==> config.mk <==
export PLATFORM = sky130hd
export DESIGN_NAME = dual_queue
export DESIGN_NICKNAME = d
export VERILOG_FILES = /design/src/rtl/dual_queue_pkg.sv /design/src/rtl/dual_queue_fifo_queue.sv /design/src/rtl/dual_queue.sv
export SDC_FILE = /design/constraint.sdc
export NUM_CORES = 1
export LEC_CHECK = 0
export CORE_MARGIN = 2
export CORE_UTILIZATION = 50
export CTS_BUF_LIST = sky130_fd_sc_hd__clkbuf_8
export CTS_CLUSTER_SIZE = 24
export DETAILED_ROUTE_END_ITERATION = 12
export PLACE_DENSITY = 0.66
export SKIP_LAST_GASP = 1
export SLEW_MARGIN = 20
export SYNTH_ARGS = -nofsm -noshare
export SYNTH_HDL_FRONTEND = slang
export SYNTH_SLANG_ARGS = --single-unit
==> constraint.sdc <==
create_clock -name clk -period 7 [get_ports clk]
set_input_delay 0.7 -clock clk [delete_from_list [all_inputs] [get_ports clk]]
set_output_delay 0.7 -clock clk [all_outputs]
set_load 0.05 [all_outputs]
==> src/rtl/dual_queue_pkg.sv <==
// Shared constants and pointer helper for the dual FIFO queue block.
package dual_queue_pkg;

  localparam int unsigned WIDTH_DEF    = 8;
  localparam int unsigned Q0_WORDS_DEF = 16;
  localparam int unsigned Q1_WORDS_DEF = 24;

  // Depth need not be a power of two, so wrap is an explicit compare.
  function automatic int unsigned ptr_inc(input int unsigned ptr,
                                          input int unsigned words);
    return (ptr == words - 1) ? 0 : ptr + 1;
  endfunction

endpackage

==> src/rtl/dual_queue_fifo_queue.sv <==
// One circular FIFO answering to a single select value; output is zero
// unless selected and non-empty.
module fifo_queue
  import dual_queue_pkg::*;
#(
  parameter logic        ADDR  = 1'b0,
  parameter int unsigned WORDS = Q0_WORDS_DEF,
  parameter int unsigned WIDTH = WIDTH_DEF
) (
  input  logic             clk,
  input  logic             rst,
  output logic             empty,
  output logic             full,
  input  logic             queue_select,
  input  logic             push,
  input  logic             pop,
  input  logic [WIDTH-1:0] data_in,
  output logic [WIDTH-1:0] data_out
);

  localparam int unsigned AW = (WORDS > 1) ? $clog2(WORDS) : 1;
  localparam int unsigned CW = $clog2(WORDS + 1);

  logic [WIDTH-1:0] mem_q [WORDS];
  logic [AW-1:0]    head_q, head_d;
  logic [AW-1:0]    tail_q, tail_d;
  logic [CW-1:0]    count_q, count_d;
  logic             sel, do_push, do_pop;

  assign sel   = (queue_select == ADDR);
  assign empty = (count_q == '0);
  assign full  = (count_q == CW'(WORDS));

  // A pop frees a slot the same edge, so push+pop on a full queue is legal;
  // pop on empty is dropped even when a push accompanies it.
  assign do_pop  = sel && pop && !empty;
  assign do_push = sel && push && (!full || do_pop);

  always_comb begin
    head_d  = head_q;
    tail_d  = tail_q;
    count_d = count_q;
    if (do_pop)  head_d = AW'(ptr_inc(32'(head_q), WORDS));
    if (do_push) tail_d = AW'(ptr_inc(32'(tail_q), WORDS));
    if (do_push && !do_pop)      count_d = count_q + 1'b1;
    else if (do_pop && !do_push) count_d = count_q - 1'b1;
  end

  always_ff @(posedge clk) begin
    if (rst) begin
      head_q  <= '0;
      tail_q  <= '0;
      count_q <= '0;
    end else begin
      head_q  <= head_d;
      tail_q  <= tail_d;
      count_q <= count_d;
    end
  end

  always_ff @(posedge clk) begin
    if (!rst && do_push) mem_q[tail_q] <= data_in;
  end

  assign data_out = (sel && !empty) ? mem_q[head_q] : '0;

endmodule

==> src/rtl/dual_queue.sv <==
// Two independent FIFOs behind a shared push/pop/select port; the
// unselected queue drives zero so the outputs simply OR together.
module dual_queue
  import dual_queue_pkg::*;
#(
  parameter int unsigned Q0_WORDS = Q0_WORDS_DEF,
  parameter int unsigned Q1_WORDS = Q1_WORDS_DEF,
  parameter int unsigned WIDTH    = WIDTH_DEF
) (
  input  logic             clk,
  input  logic             rst,
  output logic             q0_empty,
  output logic             q0_full,
  output logic             q1_empty,
  output logic             q1_full,
  input  logic             queue_select,
  input  logic             push,
  input  logic             pop,
  input  logic [WIDTH-1:0] data_in,
  output logic [WIDTH-1:0] data_out
);

  logic [WIDTH-1:0] q0_out, q1_out;

  fifo_queue #(.ADDR(1'b0), .WORDS(Q0_WORDS), .WIDTH(WIDTH)) u_q0 (
    .clk          (clk),
    .rst          (rst),
    .empty        (q0_empty),
    .full         (q0_full),
    .queue_select (queue_select),
    .push         (push),
    .pop          (pop),
    .data_in      (data_in),
    .data_out     (q0_out)
  );

  fifo_queue #(.ADDR(1'b1), .WORDS(Q1_WORDS), .WIDTH(WIDTH)) u_q1 (
    .clk          (clk),
    .rst          (rst),
    .empty        (q1_empty),
    .full         (q1_full),
    .queue_select (queue_select),
    .push         (push),
    .pop          (pop),
    .data_in      (data_in),
    .data_out     (q1_out)
  );

  assign data_out = q0_out | q1_out;

endmodule

Yosys cells after proc, flatten, opt, wreduce, memory -nomap -nowiden
Memory sizes are Yosys's and may differ from the RTL's. A register that Yosys moved wholly into a read port is not among the register bits.
Cells that the tools add are included.
- flip-flop bits (word level): 28
- memory bits (writable): 320
- input bits: 13
- output and inout port bits: 12
- word-level logic and storage cells: 73
- memories kept: 2
- add/sub/neg operators: 8
- equality and inequality tests: 6
- muxes and demuxes: 18
- bitwise logic cells: 2
- reductions and logical operators: 31
- memories (name ; words ; width ; read ports ; clocked after Yosys merged registers in ; wr ports ; line ; source):
    u_q1.mem_q ; 24 ; 8 ; 1 ; 1 ; 1 ; dual_queue_fifo_queue.sv:24 ; logic [WIDTH-1:0] mem_q [WORDS];
    u_q0.mem_q ; 16 ; 8 ; 1 ; 1 ; 1 ; dual_queue_fifo_queue.sv:24 ;
- operators by type and width (cell ; count):
    two-way mux 5 bit ; 8
    adder 5 x 1 -> 5 bit, second input constant ; 4
    equality test 5 bit, second input constant ; 4
    logical AND 1 bit ; 16
    two-way mux 4 bit ; 4
    two-way mux 8 bit ; 2
    logical NOT 5 bit ; 2
    subtractor 5 x 1 -> 5 bit, second input constant ; 2
    logical NOT 1 bit ; 9
    adder 4 x 1 -> 4 bit, second input constant ; 2
    equality test 4 bit, second input constant ; 2
    OR 8 bit ; 1
    two-way mux 1 bit ; 4
    nonzero test 2 bit ; 2
    logical OR 1 bit ; 2
    NOT 1 bit ; 1

Logic depth before layout (Yosys ltp)
Gate-level depths: netlist of run 1.
- word-level depth: 9
- mapped depth: 12
- depth with buffers taken out: 11

By module
From an unflattened synthesis of run 1, not the netlist that was laid out.
- cell total of the unflattened synthesis: 856
- area total of the unflattened synthesis: 14552.7 um^2
- modules (own cells, without submodules) (module ; times used ; cells each ; area an instance (um^2) ; sequential area each (um^2)):
    fifo_queue at u_q1 ; 1 ; 501 ; 8552.0 ; 6165.9
    fifo_queue at u_q0 ; 1 ; 347 ; 5950.7 ; 4184.0
    dual_queue ; 1 ; 8 ; 50.0 ; 0.0

Worst setup path before layout of run 1
No wires, ideal clock.
- kind: reg2reg
- from: register u_q1.count_q[0]
- to: register u_q1.count_q[4]
- setup time: 121 ps
- arrival: 2938 ps
- data required time: 6879 ps
- setup slack: 3941 ps
- cell stages (with the launch flop): 13
- buffers on the path: 2
- period minus slack after synthesis: 3059 ps
- cell sequence: dfxtp_1 > or3_1 > buf_6 > o311a_1 > buf_6 > ha_1 > inv_1 > ha_1 > nor2b_1 > o21a_1 > or3_1 > a21oi_1 > mux2_2
- cells in the longest elaborated chain, start to end: 8
- RTL lines (element ; line ; source):
    start, declared ; dual_queue_fifo_queue.sv:27 ; logic [CW-1:0] count_q, count_d;
    start signal, assigned ; dual_queue_fifo_queue.sv:57 ; count_q <= count_d;
    branches (longest 8 deep; another with subtractor 5 x 1 -> 5 bit) ; n/a ;
Several ways; the timed one is not identified. The select of a mux whose other input is x is not followed.
A chain may end at the register's enable or synchronous reset.

==> run_results.csv, run 1 <==
group,metric,value,unit
status,run_status,"completed",
floorplan,die_w,175.0,microns
cts,post_cts_buffers,0,
critical_path,critPathRequiredTime,6.30,ns
yosys,mappedNetlistArea,0.01461,sq mm
cells_and_area,area.sequential,0.01036,sq mm
sta,relSlewSlack,29.07,%
place,io_buffers,24,
place,dp.cells,1319,
cts,clk_latency,0.60,ns
cts,cts_tree,"built",
power,p_sw_share,29.09,%
floorplan,row_count,62,
sta,rsz0062_at_grt,"false",
sta,slew_violations,0,
critical_path,worstSetupStartpointType,"flop",
grt,grt_max_degree,59,
routing,drt-initial-drc-count,671,
sta,min_period,4.768,ns
cts,cts.repair.resized,0,
cts,path_clk_slew,0.06,ns
sta,setup_viol,0,
grt,grt_pass1_vias,7798,
cells_and_area,final_common_cell,"edfxtp_1",
yosys,syn_area_per_cell,15.46,sq um
routing,routed_via_density,5.692,
cells_and_area,multi_input_area,0.003948,sq mm
routing,routed_wl,30680,microns
place,place.gp.congestion,0.8187,
critical_path,critPathTopFamily,"buffers and inverters",
power,ir_drop,0.0003482,V
sta,period_share,68.12,%
critical_path,critPathArrivalTime,4.07,ns
routing,wl_per_cell,21.50,microns
job,max-cap-violations,0,
yosys,ys_warn_count,0,
grt,grt_overflow,0,
floorplan,design.core.area,0.02878,sq mm
routing,drtAntennaViolNets,0,
yosys,ys_seq_elements,357,
power,power.leakage,5.242,nW
floorplan,io_pins,25,
cells_and_area,antennaDiodeCount,0,
critical_path,worstPathBufferInverterCount,2,
routing,route.detailed.drc,0,
sta,worstMarginPinSlew,1.062,ns
cts,cts_sinks,357,
cts,cts-root-buf,"clkbuf_8",
power,p_comb_share,18.8,%
cts,cts_buffers,57,
sta,final_hold_viol_count,0,
yosys,synthArstFlopShare,0,%
grt,antenna_found_initial,0,
cells_and_area,layout_common_cells,"320 x edfxtp_1, 137 x mux2i_1, 64 x nor2_1",
floorplan,die_area,0.03061,sq mm
yosys,synth_cell_type_count,49,
sta,fin_tns_setup,0,ns
yosys,synth-main-ff-cell,"edfxtp_1",
yosys,synth_edf_count,320,
routing,dr.pass1.iters,5,
yosys,synth_nets,978,
sta,skew,0.01881,ns
critical_path,critPathMaxFanout,58,
power,power_frac_clock,32.5,%
cells_and_area,area_growth,11.51,%
cells_and_area,stdcell_count,1427,
grt,grt.total_usage,20.12,%
floorplan,start_util,50.78,%
routing,route.vias.total,8122,
floorplan,die_y,175.0,microns
cells_and_area,final_nets,1027,
cts,cts_htree_levels,2,
cts,clockBufferDepth,3,
place,dp_hpwl,18460,microns
min_path,holdCritPathClass,"flop to flop",
power,power.share.sequential,48.7,%
yosys,syn-instance-count,945,
cells_and_area,fill_cells,2256,
yosys,seq_area_frac_synth,70.82,%
power,powerDensity,311.0,mW/mm^2
grt,grt_first_pass_wirelength,46530,microns
critical_path,cpPeakStageDelay,0.99,ns
sta,fmax,0.2097,GHz
power,p_switching,0.001474,W
critical_path,critPathSlowestCell,"dfxtp_4",
critical_path,crit_type,"flop to primary output",
critical_path,cp-end-kind,"primary output",
cells_and_area,fin_util,56.62,%
critical_path,crit_chain,"buf_4, mux4_2, nand2b_1, nand3_1, o2111ai_1, clkdlybuf4s50_1",
cells_and_area,layout-drive-gt1-share,11.31,%
cts,cts_hold_buf,0,
power,p_int,0.003593,W
-- kinds of logic after synthesis --
| family | Yosys count | share of synthesized area, % |
|---|---|---|
| compound gates | 140 | 6.986 |
| xor+xnor | 10 | 0.5993 |
| fa+ha+maj | 20 | 1.815 |
| buf+inv | 69 | 2.252 |
| flops | 357 | 70.82 |
| mux | 146 | 10.69 |
| simple gates | 203 | 6.832 |
-- final timing paths --
path	from	end	slack, ns	depth (start not counted)
max	flop	data_out[4]	2.23	6
min	u_q1.count_q[2]	u_q1.count_q[2]	0.52	2
max reg2reg	u_q1.count_q[0]	u_q1.count_q[4]	3.59	10
min reg2reg	u_q1.count_q[2]	u_q1.count_q[2]	0.52	2
-- synthesized netlist by cell type (2+ instances only) --
| master | count | area (sq um) |
|---|---|---|
| buf_1 | 2 | 7.510 |
| buf_4 | 6 | 45.04 |
| edfxtp_1 | 320 | 9609 |
| mux2i_1 | 137 | 1371 |
| nand2_1 | 33 | 123.9 |
| nand3_1 | 28 | 140.1 |
| buf_2 | 20 | 100.1 |
| o2111ai_1 | 8 | 70.07 |
| buf_6 | 3 | 33.78 |
| a22o_1 | 16 | 140.1 |
| and3_1 | 2 | 12.51 |
| o21ai_0 | 5 | 25.02 |
| xor2_1 | 4 | 35.03 |
| a22oi_1 | 32 | 240.2 |
| inv_1 | 15 | 56.30 |
| clkbuf_1 | 23 | 86.33 |
| a31oi_1 | 25 | 156.4 |
| a311oi_1 | 2 | 17.52 |
| xnor2_1 | 6 | 52.55 |
| or3_1 | 5 | 31.28 |
| nor3_1 | 19 | 95.09 |
| and2_1 | 3 | 18.77 |
| fa_1 | 2 | 40.04 |
| ha_1 | 18 | 225.2 |
| nand2b_1 | 11 | 68.82 |
| nor2b_1 | 27 | 168.9 |
| a211oi_1 | 16 | 120.1 |
| a21oi_1 | 26 | 130.1 |
| mux4_2 | 8 | 180.2 |
| a21o_1 | 2 | 15.01 |
| nor2_1 | 65 | 244.0 |
| dfxtp_1 | 37 | 740.7 |
| or4b_2 | 2 | 20.02 |
| nor3b_1 | 2 | 15.01 |
-- sequential cells by signal (all words and copies together) (netlist names), named ones only --
| signal | cells |
|---|---|
| u_q1.mem_q | 192 |
| u_q0.mem_q | 128 |
| u_q1.count_q | 5 |
| u_q0.tail_q | 4 |
| u_q1.tail_q | 5 |
| u_q1.head_q | 5 |
| u_q0.head_q | 4 |
| u_q0.count_q | 5 |
-- through the flow --
step	power [W]	setup WS [ns]	hold WS, ns	area, sq um
after detailed placement	0.003469	2.716	0.5055	15220
after floorplan	0.003202	3.941	0.4766	14610
after global routing	0.005272	2.044	0.5578	16300
after global placement	0.003455	2.804	0.5075	15220
final	0.005067	2.232	0.5214	16300
after CTS	0.005101	2.181	0.5250	16290
-- power groups by stage --
stage	Sequential, W	Clock (W)	Combinational, W
4_1_cts	0.00247	0.00167	0.000956
2_1_floorplan	0.00244	0	0.000762
3_5_place_dp	0.00252	0	0.000953
6_report	0.00247	0.00165	0.000952
5_1_grt	0.00248	0.00177	0.00103
3_3_place_gp	0.00251	0	0.000941
-- routing by layer --
metal	track usage, %	vias up	wire length (microns)
met2	29.53	271	13750
met4	5.208	0	509
met1	30.85	4051	14320
met5	0	-	0
met3	4.112	43	2095
li1	-	3757	-
-- worst min-delay path, cell delays in order, from the launching register on --
cell and delay [ns]:
dfxtp_1 0.34, a21oi_1 0.07, nor2_1 0.07
-- layout make-up --
cell class	instances	area share, %
clock buffer	61	5.152
clock inverter	47	1.374
inverter	15	0.3455
multi-input combinational	519	24.22
sequential	357	63.56
tap	384	2.948
timing repair buffer	44	2.396
(Power assumes the default switching activity.)
==> run 2, diff against run 1 <==
- PLACE_DENSITY: 0.66 -> 0.69
- clock period: 7 -> 4.1 ns (I/O delays scaled with it)
==> run 2 against run 1 <==
Against the previous run: flip-flop and latch count did not move; first-iteration DRC count is 21% higher; register-to-register slack got worse by 2.8 ns; cell count increased by 0.42%; sequential share of layout area fell by 0.19 points; die area did not move; cell area increased by 0.30%; critical path depth is 1 higher; hold slack lost 0.0013 ns.
==> run_results.csv, run 2 (synthesized netlist as in run 1, its figures left out) <==
group,metric,value,unit
critical_path,cpPeakStageDelay,0.86,ns
cells_and_area,regMostFlops,"u_q1.mem_q",
critical_path,worstSetupStartpointType,"flop",
job,max-cap-violations,0,
cts,cts_sinks,357,
grt,grt_use_met2,29.94,%
grt,grt_first_pass_wirelength,46850,microns
critical_path,worstPathBufferInverterCount,2,
cells_and_area,layout-drive-gt1-share,11.63,%
grt,antenna_found_initial,0,
power,ir_drop,0.0004546,V
cts,post_cts_buffers,0,
cts,cts_tree,"built",
cells_and_area,layout_common_cells,"320 x edfxtp_1, 137 x mux2i_1, 65 x nor2_1",
routing,dr.pass1.iters,5,
sta,setup_viol,0,
grt,grt.total_usage,20.22,%
place,dp_hpwl,18730,microns
routing,wl_per_cell,21.25,microns
grt,met3_usage,3.568,%
sta,fmax,0.2552,GHz
routing,routed_via_density,5.655,
cells_and_area,final_common_cell,"edfxtp_1",
critical_path,critPathTopFamily,"buffers and inverters",
sta,rsz0062_at_grt,"false",
floorplan,die_area,0.03061,sq mm
critical_path,critPathSlowestCell,"clkdlybuf4s50_1",
sta,min_period,3.919,ns
cts,cts.repair.resized,0,
critical_path,cp-end-kind,"primary output",
cts,cts_buffers,56,
sta,period_share,95.59,%
min_path,min_path_cells,2,
cts,cts_hold_buf,0,
cells_and_area,final_nets,1037,
critical_path,critPathMaxFanout,33,
min_path,holdCritPathClass,"primary input to flop",
floorplan,design.core.area,0.02878,sq mm
routing,drtAntennaViolNets,0,
sta,slew_violations,0,
critical_path,r2r_slack,0.80,ns
critical_path,critPathArrivalTime,3.51,ns
cells_and_area,antennaDiodeCount,0,
floorplan,die_w,175.0,microns
cells_and_area,area_growth,11.84,%
cells_and_area,largest_registers,"u_q1.mem_q (192), u_q0.mem_q (128)",
grt,grt.busiest_layer,"met1",
critical_path,crit_chain,"buf_4, mux2i_1, a22o_1, nor3_1, a31oi_1, o2111ai_1, clkdlybuf4s50_1",
routing,routed_wl,30450,microns
sta,fin_tns_setup,0,ns
grt,grt_pass1_vias,7891,
grt,grt_max_degree,54,
place,io_buffers,24,
cts,clockBufferDepth,3,
sta,skew,0.01276,ns
critical_path,critPathRequiredTime,3.69,ns
power,powerDensity,525.1,mW/mm^2
grt,grt_util_met1,30.84,%
sta,relSlewSlack,34.96,%
sta,worstMarginPinSlew,0.9721,ns
cts,clk_latency,0.59,ns
floorplan,die_y,175.0,microns
place,place.gp.congestion,0.8159,
power,totalPowerFinal,0.008582,W
power,power.leakage,5.297,nW
cells_and_area,largest_register_ffs,192,
place,pre_cts_slack,0.5427,ns
sta,final_hold_viol_count,0,
routing,drt-initial-drc-count,813,
grt,grt_overflow,0,
cts,cts_htree_levels,2,
critical_path,cp.depth,7,
cts,cts-root-buf,"clkbuf_8",
critical_path,reg2reg_depth,10,
floorplan,start_util,50.78,%
floorplan,row_count,62,
routing,route.detailed.drc,0,
floorplan,io_pins,25,
routing,route.vias.total,8103,
cts,path_clk_slew,0.06,ns
status,run_status,"completed",
critical_path,crit_type,"flop to primary output",
sta,worst_slack,0.1808,ns
## run 2: changes by cell type in the layout (fill, tap and decap cells not counted), sizes merged
cell,change
bufinv,-1
clkinvlp,-1
buf,+12
clkbuf,+1
clkdlybuf4s50,-1
inv,+6
clkinv,-10
## run 2: final timing paths
check             startpoint              end
max                     flop      data_out[5]
min                      rst   u_q1.tail_q[1]
max reg2reg  u_q1.count_q[0]  u_q1.count_q[4]
min reg2reg  u_q1.count_q[2]  u_q1.count_q[2]
## run 2: cell type report
type	instances	area, sq um
clock buffer	62	853.3
clock inverter	41	166.4
fill	2232	12440
inverter	15	56.30
multi-input combinational	519	3935
sequential	357	10360
tap	384	480.5
timing repair buffer	55	495.5
## run 2: stage by stage
step / utilization [%] / hold WS (ns) / std cells / area, sq um
after global routing: 56.79 / 0.5008 / 1433 / 16340
final: 56.79 / 0.5201 / 1433 / 16340
after CTS: 56.79 / 0.4916 / 1433 / 16340
after detailed placement: 53.25 / 0.5094 / 1330 / 15320
after floorplan: - / 0.4766 / 945 / 14610
after global placement: 53.25 / 0.4983 / 1330 / 15320
## run 2: layer usage
metal  share of wire [%]  up-vias  wire, microns
met1                  46     3981          14040
li1                    -     3779              -
met2                  45      299          13660
met5                   0        -              0
met3                 6.9       44           2109
met4                 2.1        0            645
## run 2: power by group
group | switching (W) | total, W | leakage, nW | internal, W
sequential | 0.000190 | 0.00422 | 3.18 | 0.00403
clock | 0.00132 | 0.00270 | 0.621 | 0.00138
combinational | 0.000975 | 0.00166 | 1.50 | 0.000686
total | 0.00248 | 0.00858 | 5.30 | 0.00610
